### config.mk
export PLATFORM = sky130hd
export DESIGN_NAME = univ_shiftreg
export DESIGN_NICKNAME = d
export VERILOG_FILES = /design/src/rtl/shiftreg_pkg.sv /design/src/rtl/shift_step.sv /design/src/rtl/univ_shiftreg.sv
export SDC_FILE = /design/constraint.sdc
export NUM_CORES = 1
export LEC_CHECK = 0
export CORE_MARGIN = 2
export CORE_UTILIZATION = 33
export CTS_CLUSTER_DIAMETER = 40
export CTS_CLUSTER_SIZE = 8
export DETAILED_ROUTE_END_ITERATION = 7
export GPL_TIMING_DRIVEN = 0
export PLACE_DENSITY_LB_ADDON = 0.15
export SYNTH_ARGS = -nofsm -noshare
export SYNTH_HDL_FRONTEND = slang
export SYNTH_SLANG_ARGS = --single-unit
### constraint.sdc
create_clock -name clk -period 2.5 [get_ports clk]
set_clock_uncertainty 0.15 [all_clocks]
set_input_delay 0.375 -clock clk [delete_from_list [all_inputs] [get_ports clk]]
set_output_delay 0.375 -clock clk [all_outputs]
set_load 0.02 [all_outputs]
### src/rtl/shiftreg_pkg.sv
`default_nettype none
// ============================================================================
//  Module      : shiftreg_pkg
//  Description : Shared types for the universal shift register: shift-mode
//                encodings, controller state encoding and a mode-validity
//                helper used by both the single-step and multi-step paths.
//  Revision    : 1.0 - initial release
// ============================================================================
package shiftreg_pkg;

    localparam int c_MODE_W = 3;

    typedef enum logic [c_MODE_W-1:0] {
        MODE_SHR = 3'd0,
        MODE_SHL = 3'd1,
        MODE_ASR = 3'd2,
        MODE_ROR = 3'd3,
        MODE_ROL = 3'd4
    } mode_e;

    typedef enum logic [0:0] {
        IDLE = 1'b0,
        RUN  = 1'b1
    } state_e;

    // Encodings above MODE_ROL are reserved and must leave the register alone.
    function automatic logic mode_is_valid(input logic [c_MODE_W-1:0] mode);
        return (mode <= MODE_ROL);
    endfunction

endpackage
`default_nettype wire

### src/rtl/shift_step.sv
`default_nettype none
// ============================================================================
//  Module      : shift_step
//  Description : Combinational single-step shifter. Computes the next
//                register value and the expelled bit for one step in the
//                selected mode.
//  Ports       : d      - current register value
//                s_in   - serial input bit (SHR/SHL fill)
//                mode   - shift mode
//                d_next - register value after one step
//                s_exp  - bit expelled by this step
//                valid  - mode is a real shift (reserved modes hold state)
//  Revision    : 1.0 - initial release
// ============================================================================
module shift_step
    import shiftreg_pkg::*;
#(
    parameter int WIDTH = 16
) (
    input  logic [WIDTH-1:0]    d,
    input  logic                s_in,
    input  logic [c_MODE_W-1:0] mode,
    output logic [WIDTH-1:0]    d_next,
    output logic                s_exp,
    output logic                valid
);

    always_comb begin
        d_next = d;
        s_exp  = 1'b0;
        valid  = mode_is_valid(mode);
        case (mode)
            MODE_SHR: begin
                d_next = {s_in, d[WIDTH-1:1]};
                s_exp  = d[0];
            end
            MODE_SHL: begin
                d_next = {d[WIDTH-2:0], s_in};
                s_exp  = d[WIDTH-1];
            end
            MODE_ASR: begin
                d_next = {d[WIDTH-1], d[WIDTH-1:1]};
                s_exp  = d[0];
            end
            MODE_ROR: begin
                d_next = {d[0], d[WIDTH-1:1]};
                s_exp  = d[0];
            end
            MODE_ROL: begin
                d_next = {d[WIDTH-2:0], d[WIDTH-1]};
                s_exp  = d[WIDTH-1];
            end
            default: begin
                d_next = d;
                s_exp  = 1'b0;
            end
        endcase
    end

endmodule
`default_nettype wire

### src/rtl/univ_shiftreg.sv
`default_nettype none
// ============================================================================
//  Module      : univ_shiftreg
//  Description : Parametrised universal shift register with parallel load,
//                five shift modes, serial output and a multi-bit shift
//                engine that performs one step per clock with busy/done.
//  Ports       : clk, rst_n (async, active-low), clr (sync clear)
//                ld/data_in     - parallel load
//                s_in           - serial input bit, sampled every step
//                mode/sft       - single-step shift in IDLE
//                start/amt      - multi-bit shift of amt steps
//                data_out/s_out - register contents / last expelled bit
//                busy/done      - multi-bit shift in progress / complete pulse
//  Revision    : 1.0 - initial release
// ============================================================================
module univ_shiftreg
    import shiftreg_pkg::*;
#(
    parameter int WIDTH = 16,
    parameter int AMT_W = 5
) (
    input  logic                clk,
    input  logic                rst_n,
    input  logic                clr,
    input  logic                ld,
    input  logic [WIDTH-1:0]    data_in,
    input  logic                s_in,
    input  logic [c_MODE_W-1:0] mode,
    input  logic                sft,
    input  logic                start,
    input  logic [AMT_W-1:0]    amt,
    output logic [WIDTH-1:0]    data_out,
    output logic                s_out,
    output logic                busy,
    output logic                done
);

    localparam logic [AMT_W-1:0] c_CNT_ONE = AMT_W'(1);

    state_e              r_state;
    logic [WIDTH-1:0]    r_data;
    logic                r_s_out;
    logic                r_done;
    logic [AMT_W-1:0]    r_cnt;
    logic [c_MODE_W-1:0] r_mode_q;

    logic [c_MODE_W-1:0] w_step_mode;
    logic [WIDTH-1:0]    w_step_data;
    logic                w_step_exp;
    logic                w_step_valid;

    // One shifter serves both paths: the latched mode while a multi-bit
    // shift runs, the live mode for single steps.
    assign w_step_mode = (r_state == RUN) ? r_mode_q : mode;

    shift_step #(
        .WIDTH (WIDTH)
    ) u_shift_step (
        .d      (r_data),
        .s_in   (s_in),
        .mode   (w_step_mode),
        .d_next (w_step_data),
        .s_exp  (w_step_exp),
        .valid  (w_step_valid)
    );

    always_ff @(posedge clk or negedge rst_n) begin
        if (!rst_n) begin
            r_state  <= IDLE;
            r_data   <= '0;
            r_s_out  <= 1'b0;
            r_done   <= 1'b0;
            r_cnt    <= '0;
            r_mode_q <= '0;
        end else begin
            r_done <= 1'b0;
            case (r_state)
                IDLE: begin
                    if (clr) begin
                        r_data  <= '0;
                        r_s_out <= 1'b0;
                    end else if (ld) begin
                        r_data <= data_in;
                    end else if (start) begin
                        if (amt == '0) begin
                            // Nothing to shift: complete immediately.
                            r_done <= 1'b1;
                        end else begin
                            r_mode_q <= mode;
                            r_cnt    <= amt;
                            r_state  <= RUN;
                        end
                    end else if (sft) begin
                        if (w_step_valid) begin
                            r_data  <= w_step_data;
                            r_s_out <= w_step_exp;
                        end
                    end
                end
                RUN: begin
                    if (clr) begin
                        // Abort without signalling completion.
                        r_data  <= '0;
                        r_s_out <= 1'b0;
                        r_cnt   <= '0;
                        r_state <= IDLE;
                    end else begin
                        if (w_step_valid) begin
                            r_data  <= w_step_data;
                            r_s_out <= w_step_exp;
                        end
                        r_cnt <= r_cnt - c_CNT_ONE;
                        if (r_cnt == c_CNT_ONE) begin
                            r_state <= IDLE;
                            r_done  <= 1'b1;
                        end
                    end
                end
                default: r_state <= IDLE;
            endcase
        end
    end

    assign data_out = r_data;
    assign s_out    = r_s_out;
    assign busy     = (r_state == RUN);
    assign done     = r_done;

endmodule
`default_nettype wire
==> flow_summary_export.csv, run 1 <==
group,metric,value,unit
pwr,switching_share,0.3407,
logic_synthesis,ys_seq_area_frac,0.4209,
floorplanning,start_util,0.3421,
logic_synthesis,synth.yosys.warnings,0,
worst_setup_path,path_delay_family,"simple AND/OR/NAND/NOR gates",
place,place_hpwl,3211,um
run,max-cap-violations,0,
worst_setup_path,cp.arrival,2.22,ns
drt,vias,1515,
floorplanning,dieWidth,73.75,um
global_routing,track_usage,0.1704,
clock_network,clock-sinks,27,
cells_and_area,layout_common_cells,"clkdlybuf4s50_1 (48), dfrtp_1 (27), mux2i_1 (16), a22oi_1 (15)",
drt,via_per_inst,5.489,
worst_setup_path,required,2.51,ns
timing,rsz0062_at_grt,"false",
clock_network,cts_hold_buf,0,
pwr,irDropWorstVdd,0.2386,mV
worst_setup_path,startpoint,"clr",
global_routing,antenna_found_initial,0,
place,place_congestion,0.8096,
floorplanning,die_h,73.75,um
worst_setup_path,max_stage_delay,0.64,ns
worst_setup_path,cp_cell_sequence,"clkdlybuf4s50_1, or4_1, nand4_1, buf_2, o21ai_1",
outcome,status,"complete, but fails checks",
floorplanning,core,0.004692,mm2
cells_and_area,num-nets-final,256,
drt,drc,0,
timing,fmax,452.4,MHz
clock_network,cts_tree,"built",
pwr,leakagePower,0.9375,nW
floorplanning,dieArea,0.005438,mm2
timing,hold-worst-slack,-0.04102,ns
timing,setup_violations,0,
logic_synthesis,yosysUniqueCellTypes,40,
worst_setup_path,crit_fanout,10,
place,io_buffers,49,
pwr,power_density,580.3,mW/mm2
worst_setup_path,crit_slowest_cell,"or4_1",
cells_and_area,syn_to_final_growth,37.26,%
clock_network,cts_root_buf,"clkbuf_8",
outcome,violations,"hold timing",
clock_network,clk_latency,0.27,ns
logic_synthesis,ys_ff_latch,27,
worst_setup_path,cp-start-kind,"primary input",
pwr,internal-power,0.8429,mW
pwr,p_seq_frac,0.449,
clock_network,post_cts_buffers,0,
floorplanning,core.rowCount,25,
timing,period_share,0.8842,
logic_synthesis,synth-main-ff-cell,"dfrtp_1",
worst_setup_path,cp_num_buf_inv,2,
logic_synthesis,synth-async-reset-ratio,1.000,
global_routing,grt_start_max_net_pins,28,
floorplanning,ios,50,
place,dp_cells,272,
drt,drtPass1Iterations,4,
worst_setup_path,r2r_start,"busy",
logic_synthesis,synth_area_per_cell,9.499,um2
timing,maxSlewHeadroom,0.5772,
drt,wl,4266,um
worst_setup_path,endpoint_kind,"register",
drt,wl_per_cell,15.46,um
global_routing,grt_pass1_vias,1420,
logic_synthesis,syn-num-nets,202,
worst_setup_path,critPathKind,"in2reg",
cells_and_area,n_fill_cell,472,
logic_synthesis,syn-instance-count,169,
drt,ant_nets,0,
cells_and_area,antenna_cells,0,
clock_network,cts_buffers,3,
timing,drv_slew,0,
global_routing,grt.overflow.total,0,
clock_network,clkTransAtPathRegs,0.09,ns
timing,tns,0,ns
clock_network,cts_buffer_depth,2,
timing,worstMarginPinSlew,0.6341,ns
drt,drt_iter0_drc,155,
logic_synthesis,synth_area,0.001605,mm2
pwr,p_comb_frac,0.357,
logic_synthesis,synth_edf_count,0,
clock_network,cts-resized-gates,0,
cells_and_area,final_cells,276,
pwr,p_switching,0.4357,mW
clock_network,cts-htree-levels,1,
global_routing,grt_pass1_wl,7127,um
timing,finalHoldViolCount,27,
timing,min_period,2.210,ns
cells_and_area,drive_gt1_frac,0.05856,
min_path,hp-class,"in2async",
pwr,power_frac_clock,0.194,
cells_and_area,layout_commonest_cell,"clkdlybuf4s50_1",
==> power groups by stage <==
stage	Sequential (mW)	Combinational [mW]	Clock [mW]
after global placement	0.582	0.457	0
after floorplan	0.601	0.245	0
after global routing	0.586	0.507	0.277
after CTS	0.573	0.461	0.255
final	0.574	0.457	0.247
after detailed placement	0.582	0.459	0
==> flip-flops by register name, summed over array words and instances (netlist names) <==
signal and cells:
busy 1, r_mode_q 3, r_cnt 5, data_out 16, done 1, s_out 1
==> through the flow <==
stage	power [mW]	worst slack (ns)	utilization	cell area, um2
CTS	1.289	0.3072	0.4707	2208
floorplan	0.8461	0.5063	-	1605
detailed placement	1.041	0.02246	0.4611	2163
finish	1.279	0.2895	0.4696	2203
global placement	1.039	0.003645	0.4611	2163
global route	1.371	0.1329	0.4696	2203
==> worst reg2reg max path, cell delays in order, from the launching register on <==
cell     delay (ns)
dfrtp_1        0.46
buf_6          0.17
and2b_1        0.20
a22oi_4        0.38
mux2_1         0.36
mux2i_1        0.12
nor2_1         0.05
==> Yosys cell counts (all sizes together) (3+ instances only) <==
cell type | number | share of area
nand2 | 11 | 0.026
nand2b | 3 | 0.012
a21oi | 6 | 0.019
nor2 | 14 | 0.033
nor2b | 3 | 0.012
mux2 | 4 | 0.030
buf | 4 | 0.020
nand3 | 6 | 0.019
mux2i | 16 | 0.10
inv | 8 | 0.019
a22oi | 16 | 0.083
dfrtp | 27 | 0.42
o21ai | 22 | 0.071
==> final timing paths <==
path / endpoint / slack (ns) / cells past startpoint
setup / recovery: data_out[12] / 0.29 / 5
max in group asynchronous: s_out / 1.82 / 1
setup reg to reg: s_out / 0.49 / 6
hold reg to reg: r_mode_q[2] / 0.38 / 2
hold / removal: r_mode_q[2] / -0.04 / 1
min in group clk: r_mode_q[2] / 0.38 / 2
==> cells by family (layout without fill, tap and decap cells) <==
kind of cell / count (synthesis) / count (layout) / share of synthesized area
compound gates: 56 / 56 / 0.2330
simple gates: 49 / 49 / 0.1512
flops: 27 / 27 / 0.4209
mux: 20 / 20 / 0.1302
buf+inv: 14 / 67 / 0.04365
fa+ha+maj: 2 / 2 / 0.01559
xor+xnor: 1 / 1 / 0.005457
==> metal layers <==
layer,track usage,vias to the layer above,part of all wire
met4,0.06465,0,0.010
li1,-,738,-
met2,0.2520,44,0.45
met3,0.02332,4,0.046
met5,0,-,0
met1,0.2509,729,0.49
==> area by class of cell <==
class | instances | area (um2) | area share
plain buffers | 6 | 40.04 | 0.01817
repair buffers | 49 | 485.5 | 0.2203
multi-input cells | 128 | 859.6 | 0.3901
clock buffers | 4 | 45.04 | 0.02044
inverters | 8 | 30.03 | 0.01363
well taps | 54 | 67.56 | 0.03066
flip-flops and latches | 27 | 675.6 | 0.3066
(Power assumes the default switching activity.)
==> run 2, diff against run 1 <==
==> constraint.sdc (replaced) <==
create_clock -name clk -period 2.5 [get_ports clk]
set_clock_uncertainty 0.15 [all_clocks]
set_input_delay 0.5 -clock clk [delete_from_list [all_inputs] [get_ports clk]]
set_output_delay 0.5 -clock clk [all_outputs]
set_load 0.02 [all_outputs]
==> results of run 2 <==
The final DEF is identical to that of run 1. Status: completed.
Among the figures that moved: setup slack after placement 0.02246 ns -> -0.1025 ns; setup slack after layout 0.2895 ns -> 0.1645 ns; hold slack -0.04102 ns -> 0.08398 ns; number of hold violations in the final report 27 -> 0
